===== config.mk =====
export PLATFORM = sky130hd
export DESIGN_NAME = nn_sequencer
export DESIGN_NICKNAME = d
export VERILOG_FILES = /design/src/rtl/nn_seq_pkg.sv /design/src/rtl/nn_idx_counter.sv /design/src/rtl/nn_sequencer.sv
export SDC_FILE = /design/constraint.sdc
export NUM_CORES = 1
export LEC_CHECK = 0
export CAP_MARGIN = 25
export CORE_MARGIN = 2
export CORE_UTILIZATION = 30
export DETAILED_ROUTE_END_ITERATION = 8
export PLACE_DENSITY = 0.66
export SYNTH_ARGS = -nofsm -noshare
export SYNTH_HDL_FRONTEND = slang
export SYNTH_SLANG_ARGS = --single-unit

===== constraint.sdc =====
create_clock -name clk -period 2.2 [get_ports clk]
set_clock_uncertainty 0.15 [all_clocks]
set_input_delay 0.33 -clock clk [delete_from_list [all_inputs] [get_ports clk]]
set_output_delay 0.33 -clock clk [all_outputs]
set_load 0.005 [all_outputs]

===== src/rtl/nn_seq_pkg.sv =====
// Shared types and constants for the neural_network sequencer.
//   state_t      : sequencer FSM states
//   *_DEF        : default geometry and the index widths derived from it
//   PERF_W       : width of the optional busy-cycle counter
package nn_seq_pkg;

    localparam int unsigned LAYER_SIZE_DEF  = 4;
    localparam int unsigned LAYER_DEPTH_DEF = 4;
    localparam int unsigned NODE_W_DEF      = $clog2(LAYER_SIZE_DEF);
    localparam int unsigned LAYER_W_DEF     = $clog2(LAYER_DEPTH_DEF);
    localparam int unsigned PERF_W          = 32;

    // StAbort is the single clean-up cycle that strobes nn_rst before IDLE.
    typedef enum logic [2:0] {
        StIdle,
        StLoadW,
        StClear,
        StFeed,
        StRun,
        StDrain,
        StAbort
    } state_t;

endpackage


===== src/rtl/nn_idx_counter.sv =====
// Two-dimensional layer/node index counter shared by weight load, input feed
// and result drain.
//   clk, rst   : clock, asynchronous active-high reset
//   clr        : synchronous clear to (0,0); wins over en
//   en         : advance node by one; a node wrap advances the layer
//   layer/node : current index
//   node_last  : node == LAYER_SIZE-1
//   last       : layer == LAYER_DEPTH-1 and node == LAYER_SIZE-1
module nn_idx_counter
    import nn_seq_pkg::*;
#(
    parameter int unsigned LAYER_SIZE  = LAYER_SIZE_DEF,
    parameter int unsigned LAYER_DEPTH = LAYER_DEPTH_DEF
) (
    input  logic                           clk,
    input  logic                           rst,
    input  logic                           clr,
    input  logic                           en,
    output logic [$clog2(LAYER_DEPTH)-1:0] layer,
    output logic [$clog2(LAYER_SIZE)-1:0]  node,
    output logic                           node_last,
    output logic                           last
);

    logic [$clog2(LAYER_DEPTH)-1:0] layer_q;
    logic [$clog2(LAYER_SIZE)-1:0]  node_q;

    // Both dimensions are powers of two, so natural binary wrap is the modulo.
    always_ff @(posedge clk or posedge rst) begin
        if (rst) begin
            layer_q <= '0;
            node_q  <= '0;
        end else if (clr) begin
            layer_q <= '0;
            node_q  <= '0;
        end else if (en) begin
            node_q <= node_q + 1'b1;
            if (&node_q) begin
                layer_q <= layer_q + 1'b1;
            end
        end
    end

    assign layer     = layer_q;
    assign node      = node_q;
    assign node_last = &node_q;
    assign last      = (&node_q) & (&layer_q);

endmodule


===== src/rtl/nn_sequencer.sv =====
// Sequencer driving one neural_network datapath through a full inference:
// optional weight load, state clear, input feed, compute wait, result drain.
// Optional macro NNSEQ_PERF_CNT_EN adds the cycle_count output.
//   clk, rst                 : clock, asynchronous active-high reset
//   start, load_w, abort     : control; start/load_w sampled only in IDLE
//   busy, done               : status; done pulses after the last result
//   w_valid/w_ready/w_data   : weight stream in
//   x_valid/x_ready/x_data   : input stream in
//   y_valid/y_ready/y_data   : result stream out
//   nn_rst, nn_write_enable, nn_input_select, nn_layer, nn_node, nn_x : to datapath
//   nn_y                     : datapath result word, selected by nn_node
//   cycle_count              : busy cycles of the current/last run (macro only)
module nn_sequencer
    import nn_seq_pkg::*;
#(
    parameter int unsigned LAYER_SIZE  = LAYER_SIZE_DEF,
    parameter int unsigned LAYER_DEPTH = LAYER_DEPTH_DEF,
    parameter int unsigned BIT_SIZE    = 16,
    parameter int unsigned PIPE_LAT    = 4
) (
    input  logic                           clk,
    input  logic                           rst,
    input  logic                           start,
    input  logic                           load_w,
    input  logic                           abort,
    output logic                           busy,
    output logic                           done,
    input  logic                           w_valid,
    output logic                           w_ready,
    input  logic [BIT_SIZE-1:0]            w_data,
    input  logic                           x_valid,
    output logic                           x_ready,
    input  logic [BIT_SIZE-1:0]            x_data,
    output logic                           y_valid,
    input  logic                           y_ready,
    output logic [BIT_SIZE-1:0]            y_data,
    output logic                           nn_rst,
    output logic                           nn_write_enable,
    output logic                           nn_input_select,
    output logic [$clog2(LAYER_DEPTH)-1:0] nn_layer,
    output logic [$clog2(LAYER_SIZE)-1:0]  nn_node,
    output logic [BIT_SIZE-1:0]            nn_x,
    input  logic [BIT_SIZE-1:0]            nn_y
`ifdef NNSEQ_PERF_CNT_EN
    ,
    output logic [PERF_W-1:0]              cycle_count
`endif
);

    localparam int unsigned RUN_W = $clog2(PIPE_LAT + 1);

    state_t state_q, state_d;

    logic                           abort_take;
    logic                           hs_w, hs_x, hs_y;
    logic                           run_exit;
    logic [RUN_W-1:0]               run_cnt_q;
    logic                           idx_clr, idx_en;
    logic [$clog2(LAYER_DEPTH)-1:0] idx_layer;
    logic [$clog2(LAYER_SIZE)-1:0]  idx_node;
    logic                           idx_node_last, idx_last;

    assign busy    = (state_q != StIdle);
    assign w_ready = (state_q == StLoadW);
    assign x_ready = (state_q == StFeed);
    assign y_valid = (state_q == StDrain);

    // Abort outranks any handshake in the same cycle.
    assign abort_take = abort && (state_q != StIdle);
    assign hs_w       = w_valid && w_ready && !abort;
    assign hs_x       = x_valid && x_ready && !abort;
    assign hs_y       = y_valid && y_ready && !abort;
    assign run_exit   = (state_q == StRun) && (run_cnt_q == RUN_W'(1));

    // Counter is held at (0,0) outside the three streaming states.
    assign idx_clr = abort_take || (state_q inside {StIdle, StClear, StRun, StAbort});
    assign idx_en  = hs_w || hs_x || hs_y;

    nn_idx_counter #(
        .LAYER_SIZE  (LAYER_SIZE),
        .LAYER_DEPTH (LAYER_DEPTH)
    ) u_idx (
        .clk       (clk),
        .rst       (rst),
        .clr       (idx_clr),
        .en        (idx_en),
        .layer     (idx_layer),
        .node      (idx_node),
        .node_last (idx_node_last),
        .last      (idx_last)
    );

    always_comb begin
        state_d = state_q;
        case (state_q)
            StIdle:  if (start) state_d = load_w ? StLoadW : StClear;
            StLoadW: if (hs_w && idx_last) state_d = StClear;
            StClear: state_d = StFeed;
            StFeed:  if (hs_x && idx_node_last) state_d = StRun;
            StRun:   if (run_exit) state_d = StDrain;
            StDrain: if (hs_y && idx_node_last) state_d = StIdle;
            StAbort: state_d = StIdle;
            default: state_d = StIdle;
        endcase
        if (abort_take && (state_q != StAbort)) begin
            state_d = StAbort;
        end
    end

    always_ff @(posedge clk or posedge rst) begin
        if (rst) begin
            state_q <= StIdle;
        end else begin
            state_q <= state_d;
        end
    end

    // Counts down the remaining RUN cycles; RUN lasts exactly PIPE_LAT cycles.
    always_ff @(posedge clk or posedge rst) begin
        if (rst) begin
            run_cnt_q <= '0;
        end else if ((state_d == StRun) && (state_q != StRun)) begin
            run_cnt_q <= RUN_W'(PIPE_LAT);
        end else if (state_q == StRun) begin
            run_cnt_q <= run_cnt_q - 1'b1;
        end
    end

    // Datapath-facing registers. In RUN/DRAIN nn_node points one result ahead of
    // y_data so that nn_y already holds the next word when a handshake captures it.
    always_ff @(posedge clk or posedge rst) begin
        if (rst) begin
            done            <= 1'b0;
            nn_rst          <= 1'b0;
            nn_write_enable <= 1'b0;
            nn_input_select <= 1'b1;
            nn_layer        <= '0;
            nn_node         <= '0;
            nn_x            <= '0;
            y_data          <= '0;
        end else begin
            done            <= hs_y && idx_node_last;
            nn_rst          <= state_d inside {StClear, StAbort};
            nn_write_enable <= hs_w;
            nn_input_select <= !(state_d inside {StRun, StDrain});
            if (abort_take) begin
                nn_layer <= '0;
                nn_node  <= '0;
            end else if (hs_w) begin
                nn_x     <= w_data;
                nn_layer <= idx_layer;
                nn_node  <= idx_node;
            end else if (hs_x) begin
                nn_x     <= x_data;
                nn_layer <= '0;
                // The last input leaves the index at result 0, ready for DRAIN.
                nn_node  <= idx_node_last ? '0 : idx_node;
            end else if (run_exit || hs_y) begin
                y_data  <= nn_y;
                nn_node <= nn_node + 1'b1;
            end
        end
    end

`ifdef NNSEQ_PERF_CNT_EN
    always_ff @(posedge clk or posedge rst) begin
        if (rst) begin
            cycle_count <= '0;
        end else if ((state_q == StIdle) && start) begin
            cycle_count <= '0;
        end else if (busy && (cycle_count != '1)) begin
            cycle_count <= cycle_count + 1'b1;
        end
    end
`endif

endmodule


* Yosys cells after proc, flatten, opt, wreduce, memory -nomap -nowiden
Index checks and enable logic that the tools add are counted.
Word-level totals: bits in registers 50, output and inout port bits 44
Cells by class: $add $sub $neg 4, equal/unequal tests 13, mux-type cells 25, bitwise operators 4, reductions and logical operators 35
Operators with widths (number):
- $mux 16 | 2
- $mux 2 | 14
- $mux 3 | 8
- $eq 3x3->1 const B | 6
- $pmux 3 s6 | 1
- $logic_and 1x1->1 | 13
- $reduce_bool 2->1 | 6
- $eq 3x2->1 const B | 3
- $reduce_and 2->1 | 4
- $reduce_bool 4->1 | 2
- $add 2x1->2 const B | 3
- $eq 3x1->1 const B | 2
- $ne 3x3->1 const B | 2
- $reduce_bool 3->1 | 2
- $logic_or 1x1->1 | 4
- $reduce_and 4->1 | 1
- $logic_not 3->1 | 1
- $not 1->1 | 3
- $sub 3x1->3 const B | 1
- $logic_not 1->1 | 2
- $and 1x1->1 | 1

* Logic depth before layout (Yosys ltp)
Gate-level depths: netlist of the first run.
depth in word-level cells 10, mapped depth 7, gate-level depth less buffers 6

* Cells and area by module
Synthesis of the first run repeated with hierarchy kept, for this count alone.
Unflattened totals: cell total of the unflattened synthesis 237, area total of the unflattened synthesis 2467.4 um^2
Modules (own cells, without submodules):
- nn_sequencer | times used 1, cells an instance 218, area each 2255.9 um^2, seq. area each 1152.4 um^2
- nn_idx_counter | times used 1, cells an instance 19, area each 211.5 um^2, seq. area each 100.1 um^2

* Least setup slack after synthesis of the first run
No wires, ideal clock.
kind register to register, start register run_cnt_q[1], end register y_data[0], data arrival time 1.784 ns, slack 0.139 ns, cell stages (with the launch flop) 8, cell sequence dfrtp_1 -> inv_1 -> ha_1 -> nand2_1 -> or4_4 -> a21oi_4 -> buf_6 -> mux2_1
On the way: longest elaborated chain between the ends 4
RTL lines:
- from (decl) | line nn_sequencer.sv:57 | logic [RUN_W-1:0] run_cnt_q;
- from (signal assigned) | line nn_sequencer.sv:123 | run_cnt_q <= RUN_W'(PIPE_LAT);
- from (signal assigned) | line nn_sequencer.sv:125 | run_cnt_q <= run_cnt_q - 1'b1;
- $eq 3x1->1 | line nn_sequencer.sv:73 | assign run_exit = (state_q == StRun) && (run_cnt_q == RUN_W'(1));
- $logic_and 1x1->1 | line nn_sequencer.sv:73
- $logic_or 1x1->1 | line nn_sequencer.sv:158 | end else if (run_exit || hs_y) begin
- $reduce_and 4->1 (no line)
- to (signal assigned) | line nn_sequencer.sv:159 | y_data <= nn_y;
- to (decl) | line nn_sequencer.sv:36 | output logic [BIT_SIZE-1:0] y_data,
Every way passes these cells. A chain may end at the register's enable or synchronous reset.

* Final worst setup path of the first run
start register state_q[1], end register y_data[11]
On the way: longest elaborated chain between the ends 5, elaborated cells between the ends (all ways) 18
RTL lines:
- from (decl) | line nn_sequencer.sv:52 | state_t state_q, state_d;
- from (signal assigned) | line nn_sequencer.sv:112 | state_q <= StIdle;
- from (signal assigned) | line nn_sequencer.sv:114 | state_q <= state_d;
- $eq 3x3->1 (tied with other cells) | line nn_sequencer.sv:66 | assign y_valid = (state_q == StDrain);
- $logic_and 1x1->1 (on tied branches) (2 in a row) | line nn_sequencer.sv:72, nn_sequencer.sv:70, nn_sequencer.sv:71
- $logic_or 1x1->1 / $not 1->1 (equally long branches)
- $reduce_and 4->1 (no line) *
Every way passes the cells marked *; elsewhere a longest branch is shown, timed or not.

==> out/results.txt, run 1 <==
number of clock sinks: 50
fraction of registers with async set/reset: 100%
Switching Fraction: 31.1%
Synth Area in Simple Gates: 13.0%
crit path from: state_q[1]$_DFF_PP0_
vias in the first global route: 2140
YS warnings: 0
syn_area_per_cell: 10.7 µm²
Die Y: 94.1 µm
Flop pwr share: 36.5%
crit end category: flip-flop
startpoint types: flip-flop
Comb pwr share: 47.3%
number of DRC markers in iteration 0: 113
sw power: 1.31 mW
Die ar.: 8860 µm²
wire length on met1: 2530 µm
Layout area overhead: 59.3%
largest family of logic cells by synthesized area: multiplexers
Adder-Cell Fraction of Synth Area: 3.08%
number of max-cap violations: 0
internal power: 2.91 mW
vias post-DR: 2195
total global-route track usage: 13.9%
# fillers: 728
routed wl met2: 2850 µm
CTS Buf Count: 5
post-synthesis mux area share: 14.0%
unrepaired setup endpoints after global routing: yes
mean number of vias per cell: 4.85
Synth cell types: 47
final hold violations: 0
XOR/XNOR Fraction of Synth Area: 0.719%
Mapped Nets: 290
DP Worst Slack: 0.00790 ns
reg2reg end: y_data[11]$_DFFE_PP0P_
cells on worst reg2reg path: 5
first-pass GRT wire length: 9780 µm
initial antenna violation count: 0
Clock transition at path regs: 0.10 ns
Top Ports: 100
Clock Latency Late Sink: 0.29 ns
r2r startpoint: state_q[1]$_DFF_PP0_
post-synthesis cell count: 228
Starting Density: 31.2%
#FFs+latches synth: 50
routed wl met3: 558 µm
minimum clock period: 2.13 ns
Critical Path RT: 2.24 ns
leak pwr: 1.74 nW
DR DRC count: 0
# nets final: 412
sequential area share after synthesis: 51.4%
Achievable Freq: 469 MHz
pin count of the biggest net entering global routing: 35
Top Layer Used: met4
Routed wire per std cell: 13.3 µm
setup ws final: 0.0678 ns
clock power share: 16.2%
ys flop type: dfrtp_1
GP Congestion: 0.918
Hold Crit Class: input pin to asynchronous set/reset pin
gr ovfl total: 0
maximum vdd drop: 0.000402 V
routed wire length: 6000 µm
setup TNS: 0 ns
post-synthesis compound-gate area fraction: 13.8%
Rows: 32
H-tree levels: 2
outcome: finished clean
CP Data Arrival Time: 2.17 ns
Post-Syn Area: 2440 µm²
slew of the pin with the lowest slew margin: 0.412 ns
Hold Slack: 0.168 ns
Port Buf Inserts: 99
share of layout cells above drive strength 1: 14.0%
Max transition margin: 72.4%
crit-path max FO: 16
worst setup path end: y_data[11]$_DFFE_PP0P_
Max clock buf depth: 2
ANT nets after route: 0
diode count: 0
Pre-antenna DRT Iters: 4
Slew Limit Fails: 0
Die W: 94.1 µm
Root Buffer: clkbuf_8
R2R Setup Slk: 0.07 ns
# setup viols final: 0
CORE AREA: 7810 µm²
number of flops mapped to enable cells by yosys: 0
Crit Path Class: flip-flop to flip-flop
PwrDens: 1090 nW/µm²
Detail Placement HPWL: 4520 µm
CTS tree: done
fin crit share: 96.9%
==> per-layer routing <==
layer / vias to the layer above / track usage, %
li1: 1055 / -
met1: 1027 / 16.8
met2: 103 / 23.8
met3: 10 / 4.57
met4: 0 / 3.50
met5: - / 0
==> placed cells by master, fill, tap and decap left out, drive strengths merged, types with 2 or more instances in the layout <==
| master | count |
|---|---|
| nand3b | 3 |
| a31oi | 3 |
| dfrtp | 49 |
| a21oi | 5 |
| mux2i | 16 |
| nand3 | 10 |
| and3 | 3 |
| nor2b | 4 |
| ha | 6 |
| o31ai | 2 |
| clkdlybuf4s50 | 98 |
| clkbuf | 6 |
| mux2 | 16 |
| nand4 | 2 |
| nand2 | 25 |
| nor3 | 5 |
| a32oi | 2 |
| inv | 13 |
| buf | 27 |
| nor2 | 6 |
| nor4 | 2 |
| o21ai | 24 |
==> through the flow <==
stage                     power, mW  utilization (%)  cells  cell area, µm²
final                          4.22             49.7    453            3880
after global routing           4.54             49.7    453            3880
after CTS                      4.19             49.1    448            3840
after detailed placement       3.46             47.3    438            3690
after global placement         3.41             47.3    438            3690
after floorplan                2.35                -    228            2440
==> cell families after synthesis <==
group / count (synthesis)
mux: 32
xor+xnor: 2
compound gates: 50
flops: 50
simple gates: 64
fa+ha+maj: 6
buf+inv: 24
==> cell type report <==
class	instances	area (µm²)	area share [%]
Clock buffer	6	82.6	2.13
Tap cell	102	128	3.29
Timing Repair Buffer	126	1230	31.8
Multi-Input combinational cell	154	1100	28.2
Clock inverter	2	38.8	0.999
Sequential cell	50	1250	32.3
Inverter	13	48.8	1.26
==> state kept, by name, summed over array words and instances (netlist names), 2 cells and up <==
register and count:
nn_x 16, y_data 16, run_cnt_q 3, state_q 3
nn_layer 2, nn_node 2, u_idx.layer 2, u_idx.node 2
==> power by group through the flow <==
stage | sequential [mW] | clock (mW) | combinational, mW
3_5_place_dp | 1.57 | 0 | 1.88
2_1_floorplan | 1.56 | 0 | 0.790
6_report | 1.54 | 0.682 | 2.00
4_1_cts | 1.56 | 0.712 | 1.93
3_3_place_gp | 1.58 | 0 | 1.84
5_1_grt | 1.60 | 0.745 | 2.20
==> worst min-delay path by stage <==
stage,from,endpoint,slack [ns],depth (start not counted)
after floorplan,w_data[0],nn_x[0]$_DFFE_PP0P_,0.30,2
after global routing,rst,nn_x[10]$_DFFE_PP0P_,0.21,2
after CTS,rst,nn_x[12]$_DFFE_PP0P_,0.17,2
after detailed placement,y_data[0]$_DFFE_PP0P_,y_data[0]$_DFFE_PP0P_,0.33,1
final,rst,nn_x[12]$_DFFE_PP0P_,0.17,2
after global placement,y_data[13]$_DFFE_PP0P_,y_data[13]$_DFFE_PP0P_,0.32,1
==> Yosys cell counts, types with 2 or more instances <==
cell type | number | area share, %
nand2_1 | 25 | 3.9
and3_1 | 3 | 0.77
a21oi_1 | 4 | 0.82
dfrtp_1 | 49 | 50
nor2b_1 | 4 | 1.0
o31ai_2 | 2 | 1.0
mux2i_1 | 16 | 6.6
mux2_2 | 5 | 2.3
nor2_1 | 6 | 0.92
nand3b_1 | 3 | 0.92
a32oi_1 | 2 | 0.72
nand4_1 | 2 | 0.51
mux2_1 | 11 | 5.1
clkbuf_1 | 7 | 1.1
buf_2 | 2 | 0.41
inv_1 | 12 | 1.8
a31oi_1 | 3 | 0.77
ha_1 | 6 | 3.1
o21ai_0 | 24 | 4.9
nor3_1 | 5 | 1.0
nand3_1 | 10 | 2.1
nor4_1 | 2 | 0.51
==> critical path, stage by stage (launching register included) <==
cell	delay [ns]
dfrtp_2	0.46
buf_4	0.15
or4_4	0.55
a21oi_4	0.20
buf_12	0.17
mux2_2	0.34
==> timing repair <==
item                                    CTS  global route
endpoints found under the setup margin    4             4
gates resized for setup                   3             2
setup buffers                             2             5
hold buffers                              0             0
cloned                                    0             0
No activity file was read; power rests on OpenSTA's default activity.
==> run 2, diff against run 1 <==
Settings changed: CORE_MARGIN 2 to 8, SLEW_MARGIN from default to 40.
==> out/results.txt, run 2 (synthesis gave the netlist of run 1 again) <==
first-pass GRT wire length: 11100 µm
final hold violations: 0
R2R Setup Slk: 0.07 ns
number of DRC markers in iteration 0: 62
r2r startpoint: state_q[0]$_DFF_PP0_
CORE AREA: 8050 µm²
Starting Density: 30.3%
slew of the pin with the lowest slew margin: 0.393 ns
sw power: 1.33 mW
Top Ports: 100
H-tree levels: 2
most frequent cells in the layout: clkdlybuf4s50_1, dfrtp_1, nand2_1
Port Buf Inserts: 99
commonest non-fill, non-tap cell in the layout: clkdlybuf4s50_1
# fillers: 755
vias in the first global route: 2206
crit end category: primary output
Pre-antenna DRT Iters: 4
Clock transition at path regs: 0.09 ns
ANT nets after route: 0
routed wire length: 6710 µm
reg2reg end: y_data[1]$_DFFE_PP0P_
vias post-DR: 2153
total power: 4.11 mW
CTS Buf Count: 5
share of layout cells above drive strength 1: 13.3%
Routed wire per std cell: 14.8 µm
initial antenna violation count: 0
internal power: 2.78 mW
number of clock sinks: 50
Layout area overhead: 58.3%
Die Y: 106 µm
Hold Crit Class: input pin to asynchronous set/reset pin
Die ar.: 11300 µm²
DR DRC count: 0
# nets final: 408
gr ovfl total: 0
Root Buffer: clkbuf_8
CTS tree: done
cells on worst reg2reg path: 5
mean number of vias per cell: 4.76
number of max-cap violations: 0
Flop pwr share: 37.4%
Achievable Freq: 468 MHz
GP Congestion: 0.959
CP Data Arrival Time: 1.66 ns
minimum clock period: 2.14 ns
crit-path max FO: 12
outcome: finished clean
diode count: 0
startpoint types: flip-flop
Crit Path Class: flip-flop to primary output
unrepaired setup endpoints after global routing: yes
Detail Placement HPWL: 5130 µm
largest registers: nn_x (16), y_data (16)
fin crit share: 97.2%
pin count of the biggest net entering global routing: 35
Critical Path RT: 1.72 ns
Max transition margin: 73.8%
Die W: 106 µm
Hold Slack: 0.176 ns
Comb pwr share: 48.8%
Rows: 33
setup TNS: 0 ns
Slew Limit Fails: 0
Clock Latency Late Sink: 0.29 ns
Switching Fraction: 32.4%
leak pwr: 1.73 nW
PwrDens: 1060 nW/µm²
maximum vdd drop: 0.000506 V
Max clock buf depth: 2
# setup viols final: 0
total global-route track usage: 11.9%
clock power share: 13.9%
[run 2: worst max-delay path: stages (launching register included)]
cell and delay, ns:
dfrtp_1 0.43, buf_4 0.22, inv_1 0.09, nor3_2 0.10, clkdlybuf4s50_1 0.52
[run 2: layout make-up]
class                      count  area (µm²)  share of cell area, %
clock buffer                   7        86.3                   2.24
clock inverter                 1        8.76                  0.227
inverter                      13        52.6                   1.36
multi-input combinational    154        1100                   28.5
sequential                    50        1250                   32.5
tap                          105         131                   3.40
timing repair buffer         122        1230                   31.8
[run 2: power by group through the flow]
stage / clock network [mW] / registers [mW] / logic, mW
global route: 0.637 / 1.58 / 2.20
CTS: 0.596 / 1.54 / 1.96
finish: 0.569 / 1.53 / 2.00
floorplan: 0 / 1.56 / 0.790
detailed placement: 0 / 1.55 / 1.93
global placement: 0 / 1.54 / 1.90
[run 2: worst max path at each step]
stage,end,cells past startpoint,slack (ns),startpoint
global route,y_data[1]$_DFFE_PP0P_,7,-0.008,run_cnt_q[1]$_DFFE_PP0P_
detailed placement,y_data[1]$_DFFE_PP0P_,6,-0.02,abort
CTS,busy,4,0.005,state_q[1]$_DFF_PP0_
floorplan,y_data[0]$_DFFE_PP0P_,7,0.14,run_cnt_q[1]$_DFFE_PP0P_
finish,y_valid,4,0.06,state_q[2]$_DFF_PP0_
global placement,y_data[11]$_DFFE_PP0P_,6,0.009,abort
[run 2: metal layers]
| layer | share of wire [%] | vias up | global-route usage, % |
|---|---|---|---|
| met5 | 0 | - | 0 |
| met4 | 0.85 | 0 | 2.91 |
| met3 | 9.2 | 6 | 4.60 |
| met2 | 46 | 91 | 18.7 |
| met1 | 44 | 1005 | 15.1 |
| li1 | - | 1051 | - |
[run 2: what timing repair did]
| action | in CTS | in global routing |
|---|---|---|
| endpoints found under the setup margin | 4 | 6 |
| hold buffers | 0 | 0 |
| gates resized for setup | 2 | 7 |
| buffers inserted | 1 | 5 |
[run 2: stage by stage]
step	util [%]	instance area [µm²]	cells	setup WS, ns
6_report	47.9	3860	452	0.0618
3_5_place_dp	45.8	3690	438	-0.0240
5_1_grt	47.9	3860	452	-0.00763
4_1_cts	47.1	3790	447	0.00522
2_1_floorplan	-	2440	228	0.139
3_3_place_gp	45.8	3690	438	0.00929
